**config.mk**
```make
export PLATFORM = sky130hd
export DESIGN_NAME = mem_port_arbiter
export DESIGN_NICKNAME = d
export VERILOG_FILES = /design/src/rtl/mem_port_arbiter.sv
export SDC_FILE = /design/constraint.sdc
export NUM_CORES = 1
export LEC_CHECK = 0
export BUFFER_PORTS_ARGS = -buffer_cell sky130_fd_sc_hd__buf_2
export CORE_MARGIN = 3
export CORE_UTILIZATION = 48
export CTS_BUF_LIST = sky130_fd_sc_hd__clkbuf_4 sky130_fd_sc_hd__clkbuf_8 sky130_fd_sc_hd__clkbuf_16
export DETAILED_ROUTE_END_ITERATION = 10
export PLACE_DENSITY = 0.78
export SYNTH_ARGS = -nofsm -noshare
export SYNTH_HDL_FRONTEND = slang
export SYNTH_SLANG_ARGS = --single-unit
```
**constraint.sdc**
```tcl
create_clock -name clk -period 2.25 [get_ports clk]
set_clock_uncertainty 0.1 [all_clocks]
set_input_delay 0.1125 -clock clk [delete_from_list [all_inputs] [get_ports clk]]
set_output_delay 0.1125 -clock clk [all_outputs]
set_load 0.01 [all_outputs]
```
**src/rtl/mem_port_arbiter.sv**
```systemverilog
// Arbiter sharing one variable-latency memory port between instruction fetch and
// MEM-stage data accesses; data wins ties, a streak counter keeps fetch alive.
module mem_port_arbiter #(
  parameter int MAX_STREAK = 4,
  parameter int TIMEOUT    = 255
) (
  input  logic        clk,
  input  logic        reset,
  input  logic        if_req,
  input  logic [31:0] if_addr,
  output logic [31:0] if_rdata,
  output logic        if_valid,
  output logic        if_stall,
  input  logic        d_req,
  input  logic        d_we,
  input  logic [31:0] d_addr,
  input  logic [31:0] d_wdata,
  input  logic [2:0]  d_dmtype,
  output logic [31:0] d_rdata,
  output logic        d_valid,
  output logic        d_stall,
  output logic        mem_req,
  output logic        mem_we,
  output logic [31:0] mem_addr,
  output logic [31:0] mem_wdata,
  output logic [2:0]  mem_dmtype,
  input  logic [31:0] mem_rdata,
  input  logic        mem_ready,
  output logic        err
);

  localparam int SW = $clog2(MAX_STREAK + 1);
  localparam int TW = $clog2(TIMEOUT + 1);

  typedef enum logic [1:0] {IDLE, BUSY_I, BUSY_D} state_t;

  state_t        state_reg, state_next;
  logic [SW-1:0] streak_reg;
  logic [TW-1:0] timer_reg;
  logic          we_reg;
  logic [31:0]   addr_reg;
  logic [31:0]   wdata_reg;
  logic [2:0]    dmtype_reg;
  logic [31:0]   if_rdata_reg, d_rdata_reg;
  logic          if_valid_reg, d_valid_reg;
  logic          err_reg;

  logic          grant_d, grant_i, busy, timeout, finish;
  logic [31:0]   resp_data;

  always_comb begin
    // Fetch only beats a pending data request once the streak is exhausted.
    grant_d   = d_req && !(if_req && (streak_reg == SW'(MAX_STREAK)));
    grant_i   = if_req && !grant_d;
    busy      = (state_reg != IDLE);
    timeout   = busy && !mem_ready && (timer_reg == TW'(TIMEOUT - 1));
    finish    = busy && (mem_ready || timeout);
    resp_data = timeout ? 32'hDEADBEEF : (we_reg ? 32'h0 : mem_rdata);
  end

  always_ff @(posedge clk) begin
    if (reset) begin
      state_reg <= IDLE;
    end else begin
      state_reg <= state_next;
    end
  end

  always_comb begin
    state_next = state_reg;
    case (state_reg)
      IDLE: begin
        if (grant_d) begin
          state_next = BUSY_D;
        end else if (grant_i) begin
          state_next = BUSY_I;
        end
      end
      BUSY_I, BUSY_D: begin
        if (finish) begin
          state_next = IDLE;
        end
      end
      default: state_next = IDLE;
    endcase
  end

  always_ff @(posedge clk) begin
    if (reset) begin
      streak_reg   <= '0;
      timer_reg    <= '0;
      we_reg       <= 1'b0;
      addr_reg     <= 32'h0;
      wdata_reg    <= 32'h0;
      dmtype_reg   <= 3'b000;
      if_rdata_reg <= 32'h0;
      d_rdata_reg  <= 32'h0;
      if_valid_reg <= 1'b0;
      d_valid_reg  <= 1'b0;
      err_reg      <= 1'b0;
    end else begin
      if_valid_reg <= 1'b0;
      d_valid_reg  <= 1'b0;
      if (!busy) begin
        timer_reg <= '0;
        if (grant_d) begin
          we_reg     <= d_we;
          addr_reg   <= d_addr;
          wdata_reg  <= d_wdata;
          dmtype_reg <= d_dmtype;
          if (!if_req) begin
            streak_reg <= '0;
          end else if (streak_reg != SW'(MAX_STREAK)) begin
            streak_reg <= streak_reg + SW'(1);
          end
        end else if (grant_i) begin
          we_reg     <= 1'b0;
          addr_reg   <= if_addr;
          wdata_reg  <= 32'h0;
          dmtype_reg <= 3'b000;
          streak_reg <= '0;
        end
      end else if (finish) begin
        if (state_reg == BUSY_I) begin
          if_rdata_reg <= resp_data;
          if_valid_reg <= 1'b1;
        end else begin
          d_rdata_reg <= resp_data;
          d_valid_reg <= 1'b1;
        end
        if (timeout) begin
          err_reg <= 1'b1;
        end
      end else begin
        timer_reg <= timer_reg + TW'(1);
      end
    end
  end

  // Memory-side fields are only exposed while an access is in flight.
  always_comb begin
    mem_req    = busy;
    mem_we     = busy && we_reg;
    mem_addr   = busy ? addr_reg : 32'h0;
    mem_wdata  = busy ? wdata_reg : 32'h0;
    mem_dmtype = busy ? dmtype_reg : 3'b000;
    if_rdata   = if_rdata_reg;
    d_rdata    = d_rdata_reg;
    if_valid   = if_valid_reg;
    d_valid    = d_valid_reg;
    err        = err_reg;
    if_stall   = if_req && !if_valid_reg;
    d_stall    = d_req && !d_valid_reg;
  end

endmodule
```
==> metrics.md, run 1 <==
| Metric | Value |
|---|---|
| Outcome | complete, no violations |
| Mapped Nets | 916 |
| Slew Limit Fails | 0 |
| Total congestion overflow | 0 |
| Largest net degree at the start of global routing | 106 |
| Worst Path Required | 2.04 ns |
| Routed WL per cell | 17.2 um |
| Io pins | 275 |
| Share of flip-flops with an asynchronous set or reset | 0 |
| Num Clock Sinks | 148 |
| Power Total | 7.73 mW |
| CTS tree | built |
| CP Capture Type | output port |
| Commonest cells after routing, fill and taps aside | buf_2 (274), dfxtp_1 (148), nand2_1 (141) |
| Worst EP arrival | 1.90 ns |
| Final Cell Area | 9580 um^2 |
| Core region area | 12800 um^2 |
| CTS clock-pin slew for the worst setup and hold paths | 0.06 ns |
| Post-DRT Antenna Nets | 0 |
| Vias/cell | 5.49 |
| Synth cell types | 38 |
| Leak | 4.36 nW |
| Row count | 41 |
| Layout area overhead | 50.1% |
| DIE HEIGHT | 121 um |
| Post-CTS sizing | 0 |
| EDFF count, synth | 0 |
| Initial Util | 0.497 |
| Antenna violations before repair | 0 |
| Total CTS buffers | 17 |
| Die W | 121 um |
| Clock period minus final worst setup slack | 2.11 ns |
| Detailed placement HPWL | 12700 um |
| Final Hold Violating Endpoints | 0 |
| Remaining DRCs | 0 |
| Largest fanout on the critical path | 31 |
| Seq cells post-synth | 148 |
| RSZ-0062 raised after global routing | false |
| Final setup viols | 0 |
| Fraction of layout cells with a size suffix above 1 | 0.293 |
| F_max | 473 MHz |
| Cells after Synth | 773 |
| DRT iter0 DRCs | 482 |
| Pwr/cell area | 808 nW/um^2 |
| Buffers from clock root to sink, at most | 2 |
| Kind of critical path | reg -> out |
| Setup_tns | 0 ns |
| Worst vdd ir | 0.000428 V |
| Gr usage total | 0.299 |
| Antenna Cells | 0 |
| Headroom to the max-slew limit | 0.318 |
| Vias in the first global route | 7049 |
| DR vias | 7195 |
| Post-Place Cell Area | 7880 um^2 |
| H-tree depth | 4 |
| Mean Syn Cell Area | 8.25 um^2 |
| Commonest non-fill, non-tap cell in the layout | buf_2 |
| Synth Flop Type | dfxtp_1 |
| Final-stage net count | 1269 |
| I/O Buffers | 274 |
| Seq/Total Area, Yosys | 0.464 |
| First-pass GRT wire length | 35300 um |
| Gpl congestion | 0.847 |
| CP Launch Type | register |
| Hold crit path type | in -> reg |
| Pre-Repair DR Iteration Count | 5 |
| Root buffer cell | clkbuf_16 |
| YS warnings | 0 |
| Cell area after synthesis | 6380 um^2 |
| Worst-Skew Late Latency | 0.40 ns |
| DIE AREA | 14700 um^2 |
| Tightest Pin Transition | 1.02 ns |
| Number of fill cells | 879 |
| Final worst path period share | 0.939 |
| Max-cap viol count | 0 |
| WL final | 22600 um |
where the power goes:
part	internal, mW	switching (mW)
clock network	1.83	1.04
logic	0.756	1.07
registers	2.90	0.144
total	5.48	2.25
synthesized netlist by cell type (4+ instances only):
library cell  instances  area, um^2
nor2b_1              71         444
or3_1                 5        31.3
dfxtp_1             148        2960
a21boi_0             25         188
nand3_1               4        20.0
nor2_1               43         161
a21oi_1              93         465
o21a_1               48         360
inv_1                 7        26.3
buf_2                30         150
a311oi_1             32         280
buf_1                 4        15.0
clkbuf_1             33         124
ha_1                  6        75.1
nand2b_1             17         106
nand2_1             141         529
o21ai_0              21         105
nand4_1              19         119
per-layer routing:
metal,track usage,vias up,share of wire,wire (um)
met4,0.161,0,0.047,1070
met3,0.0923,103,0.097,2180
met1,0.340,3289,0.37,8400
li1,-,3351,-,-
met2,0.502,452,0.48,10900
met5,0,-,0,0
final timing paths:
kind | start | to | slack (ns) | cells after the start
setup / recovery | state_reg[1]$_SDFFE_PP0P_ | mem_wdata[10] | 0.14 | 6
hold / removal | mem_rdata[5] | d_rdata[5]$_SDFFE_PP0P_ | 0.04 | 4
setup reg to reg | state_reg[1]$_SDFFE_PP0P_ | addr_reg[21]$_SDFFE_PP0P_ | 0.30 | 7
hold reg to reg | wdata_reg[1]$_SDFFE_PP0P_ | wdata_reg[1]$_SDFFE_PP0P_ | 0.35 | 2
layout make-up:
class | instances | area, um^2 | area share
Multi-Input combinational cell | 550 | 3110 | 0.325
Sequential cell | 148 | 2960 | 0.309
Timing Repair Buffer | 402 | 2660 | 0.277
Clock buffer | 22 | 475 | 0.0497
Tap cell | 172 | 215 | 0.0225
Clock inverter | 9 | 129 | 0.0135
Inverter | 7 | 26.3 | 0.00274
timing repair:
| item | CTS | global route |
|---|---|---|
| endpoints found under the hold margin | 87 | 0 |
| buffers inserted | 0 | 0 |
| hold buffers | 109 | 0 |
worst max-delay path, cell delays in order, from the launching register on:
cell     delay (ns)
dfxtp_1        0.31
inv_1          0.08
ha_2           0.23
buf_4          0.22
buf_4          0.35
nor2b_1        0.13
buf_2          0.17
cells by family (layout without fill, tap and decap cells):
| logic type | after synthesis | in the layout | synth area share |
|---|---|---|---|
| AND/OR/NAND/NOR | 314 | 314 | 0.239 |
| AO/OA/AOI/OAI | 227 | 227 | 0.230 |
| flip-flops | 148 | 148 | 0.464 |
| buffers and inverters | 75 | 440 | 0.0506 |
| adder cells (fa/ha/maj) | 6 | 6 | 0.0118 |
| XOR/XNOR | 3 | 3 | 0.00412 |
per-stage QoR:
| step | setup slack, ns | hold slack (ns) | util | instances |
|---|---|---|---|---|
| after floorplan | 0.483 | 0.148 | - | 773 |
| after global placement | 0.434 | 0.254 | 0.614 | 1170 |
| after detailed placement | 0.338 | 0.258 | 0.614 | 1170 |
| after CTS | 0.177 | 0.0201 | 0.747 | 1310 |
| after global routing | 0.0429 | 0.0581 | 0.747 | 1310 |
| final | 0.137 | 0.0446 | 0.747 | 1310 |
Note: power is estimated with default switching activity, not from simulation.
==> inputs of run 2 (changes only) <==
--- a/config.mk
+++ b/config.mk
@@ -5,9 +5,10 @@
 export SDC_FILE = /design/constraint.sdc
 export NUM_CORES = 1
 export LEC_CHECK = 0
+export ABC_AREA = 1
 export BUFFER_PORTS_ARGS = -buffer_cell sky130_fd_sc_hd__buf_2
 export CORE_MARGIN = 3
-export CORE_UTILIZATION = 48
+export CORE_UTILIZATION = 49
 export CTS_BUF_LIST = sky130_fd_sc_hd__clkbuf_4 sky130_fd_sc_hd__clkbuf_8 sky130_fd_sc_hd__clkbuf_16
 export DETAILED_ROUTE_END_ITERATION = 10
 export PLACE_DENSITY = 0.78
==> run 2 against run 1 <==
Critical endpoint is now addr_reg[3]$_SDFFE_PP0P_. Clock power barely moved. Flip-flop and latch count did not move. Sequential share of layout area fell by 1.1 points. Register-to-register slack got worse by 0.19 ns.
==> metrics.md, run 2 <==
| Metric | Value |
|---|---|
| Outcome | complete, no violations |
| Min-delay src | if_addr[30] |
| H-tree depth | 4 |
| Buffers from clock root to sink, at most | 2 |
| Io pins | 275 |
| Clock period minus final worst setup slack | 2.17 ns |
| Worst EP arrival | 2.42 ns |
| Most common cell in the netlist | nor2_1 |
| CTS tree | built |
| Power Total | 7.79 mW |
| Seq cells post-synth | 148 |
| Kind of critical path | in -> reg |
| Cells after Synth | 1027 |
| Leak | 4.92 nW |
| Mean Syn Cell Area | 6.67 um^2 |
| Num Clock Sinks | 148 |
| Slew Limit Fails | 0 |
| RSZ-0062 raised after global routing | false |
| F_max | 461 MHz |
| Cell area after synthesis | 6850 um^2 |
| Final worst path period share | 0.964 |
| CP Launch Type | input port |
| Synth area leader | dfxtp_1 |
| Headroom to the max-slew limit | 0.573 |
| Main area contributors after synthesis | dfxtp_1 (43%), nor2_1 (17%), nand2_1 (9.1%) |
| YS warnings | 0 |
| Tightest Pin Transition | 0.641 ns |
| Post-Place Cell Area | 8260 um^2 |
| CP Capture Type | register |
| Core region area | 13500 um^2 |
| DRT iter0 DRCs | 622 |
| DR vias | 7869 |
| Root buffer cell | clkbuf_16 |
| Pre-Repair DR Iteration Count | 5 |
| Worst Path Required | 2.50 ns |
| Top cells by count, synth | nor2_1 (310), nand2_1 (167), dfxtp_1 (148) |
| Final-stage net count | 1507 |
| Synth Flop Type | dfxtp_1 |
| Synth cell types | 27 |
| Fraction of layout cells with a size suffix above 1 | 0.244 |
| Detailed placement HPWL | 13000 um |
| Hold crit path type | in -> reg |
| Worst r2r path cells | 11 |
| Row count | 42 |
| FF-to-FF End | addr_reg[3]$_SDFFE_PP0P_ |
| Share of flip-flops with an asynchronous set or reset | 0 |
| Routed WL per cell | 14.2 um |
| Gr usage total | 0.272 |
| Setup Slack @ Placement | 0.238 ns |
| Final setup viols | 0 |
| DIE HEIGHT | 124 um |
| Remaining DRCs | 0 |
| Pwr/cell area | 786 nW/um^2 |
| Reg2Reg Launch Point | streak_reg[0]$_SDFFE_PP0P_ |
| Commonest non-fill, non-tap cell in the layout | nor2_1 |
| Hold Crit Depth | 5 |
| Antenna violations before repair | 1 |
| Mapped Nets | 1170 |
| Gpl congestion | 0.822 |
| CTS clock-pin slew for the worst setup and hold paths | 0.06 ns |
| Largest net degree at the start of global routing | 87 |
| Vias in the first global route | 7480 |
| Layout area overhead | 44.7% |
| Initial Util | 0.509 |
| DIE AREA | 15400 um^2 |
| WL final | 22100 um |
| Worst vdd ir | 0.000502 V |
| Total congestion overflow | 0 |
| Number of fill cells | 1055 |
| Post-DRT Antenna Nets | 0 |
| Final Hold Violating Endpoints | 0 |
| Worst setup margin | 0.0818 ns |
| Setup_tns | 0 ns |
| Max-cap viol count | 0 |
| First-pass GRT wire length | 35000 um |
| I/O Buffers | 274 |
| Worst-Skew Late Latency | 0.42 ns |
| Die W | 124 um |
| Hold Path Sink | addr_reg[30]$_SDFFE_PP0P_ |
| Area fraction of the dominant cell type after synthesis | 0.432 |
| EDFF count, synth | 0 |
| R2R setup slack | 0.11 ns |
| Largest fanout on the critical path | 23 |
| Final Cell Area | 9910 um^2 |
| Total CTS buffers | 17 |
| Vias/cell | 5.06 |
| Seq/Total Area, Yosys | 0.432 |
| Commonest cells after routing, fill and taps aside | nor2_1 (310), buf_2 (274), nand2_1 (165) |
run 2: changes by cell type after synthesis, moves of 35 or more:
cell	previous run	this run
nor2_1	43	310
inv_1	7	108
nand3_1	4	82
nor2b_1	71	0
a211oi_1	1	36
a21oi_1	93	44
o21a_1	48	0
run 2: metal layers:
metal,global-route usage,vias up,wire (um)
li1,-,3855,-
met3,0.0639,81,1520
met1,0.313,3553,8740
met2,0.467,380,10800
met5,0,-,0
met4,0.145,0,992
run 2: cell type report:
| cell class | instances | area (um^2) | share of cell area |
|---|---|---|---|
| multi-input cells | 698 | 3160 | 0.319 |
| flip-flops and latches | 148 | 2960 | 0.299 |
| repair buffers | 388 | 2540 | 0.256 |
| clock buffers | 23 | 483 | 0.0487 |
| inverters | 111 | 419 | 0.0423 |
| well taps | 176 | 220 | 0.0222 |
| clock inverters | 9 | 128 | 0.0129 |
| diodes | 1 | 2.50 | 0.000252 |
run 2: where the power goes:
group          switching (mW)  internal (mW)
Clock                    1.06           1.85
Combinational            1.15          0.735
Sequential              0.115           2.88
run 2: metrics by stage:
stage / std cells / utilization / hold WS, ns
4_1_cts: 1552 / 0.732 / 0.000795
5_1_grt: 1554 / 0.737 / 0.0361
3_5_place_dp: 1422 / 0.614 / 0.308
3_3_place_gp: 1422 / 0.614 / 0.302
2_1_floorplan: 1027 / - / 0.180
6_report: 1554 / 0.737 / 0.0151
run 2: worst max-delay path by stage:
stage | start | endpoint | slack, ns | cells past startpoint
5_1_grt | streak_reg[0]$_SDFFE_PP0P_ | addr_reg[13]$_SDFFE_PP0P_ | 0.00006 | 11
3_5_place_dp | state_reg[0]$_SDFFE_PP0P_ | if_rdata[4]$_SDFFE_PP0P_ | 0.24 | 9
3_3_place_gp | state_reg[0]$_SDFFE_PP0P_ | if_rdata[17]$_SDFFE_PP0P_ | 0.35 | 9
4_1_cts | streak_reg[0]$_SDFFE_PP0P_ | addr_reg[18]$_SDFFE_PP0P_ | 0.01 | 11
2_1_floorplan | state_reg[0]$_SDFFE_PP0P_ | dmtype_reg[2]$_SDFFE_PP0P_ | 0.56 | 7
6_report | if_req | addr_reg[3]$_SDFFE_PP0P_ | 0.08 | 10
run 2: cells by family after synthesis:
group	count (synthesis)	synth area share
AOI/OAI and AO/OA	118	0.101
xor gates and xnor gates	5	0.00639
adders and majority gates	6	0.0110
buffers and inverters	181	0.112
DFF	148	0.432
and+or+nand+nor	569	0.337
run 2: what timing repair did:
action | 4_1_cts | 5_1_grt
resized for setup | 0 | 9
hold buffers | 98 | 0
endpoints found under the hold margin | 84 | 0
buffers inserted | 0 | 1
endpoints found under the setup margin | 0 | 9
run 2: critical path, stage by stage:
cell and delay (ns):
dlygate4sd3_1 0.53, buf_2 0.15, inv_1 0.06, nand2_1 0.23, nand2_8 0.17, buf_6 0.21
nor2_1 0.14, o21ai_0 0.12, dlygate4sd3_1 0.58, a21oi_1 0.12
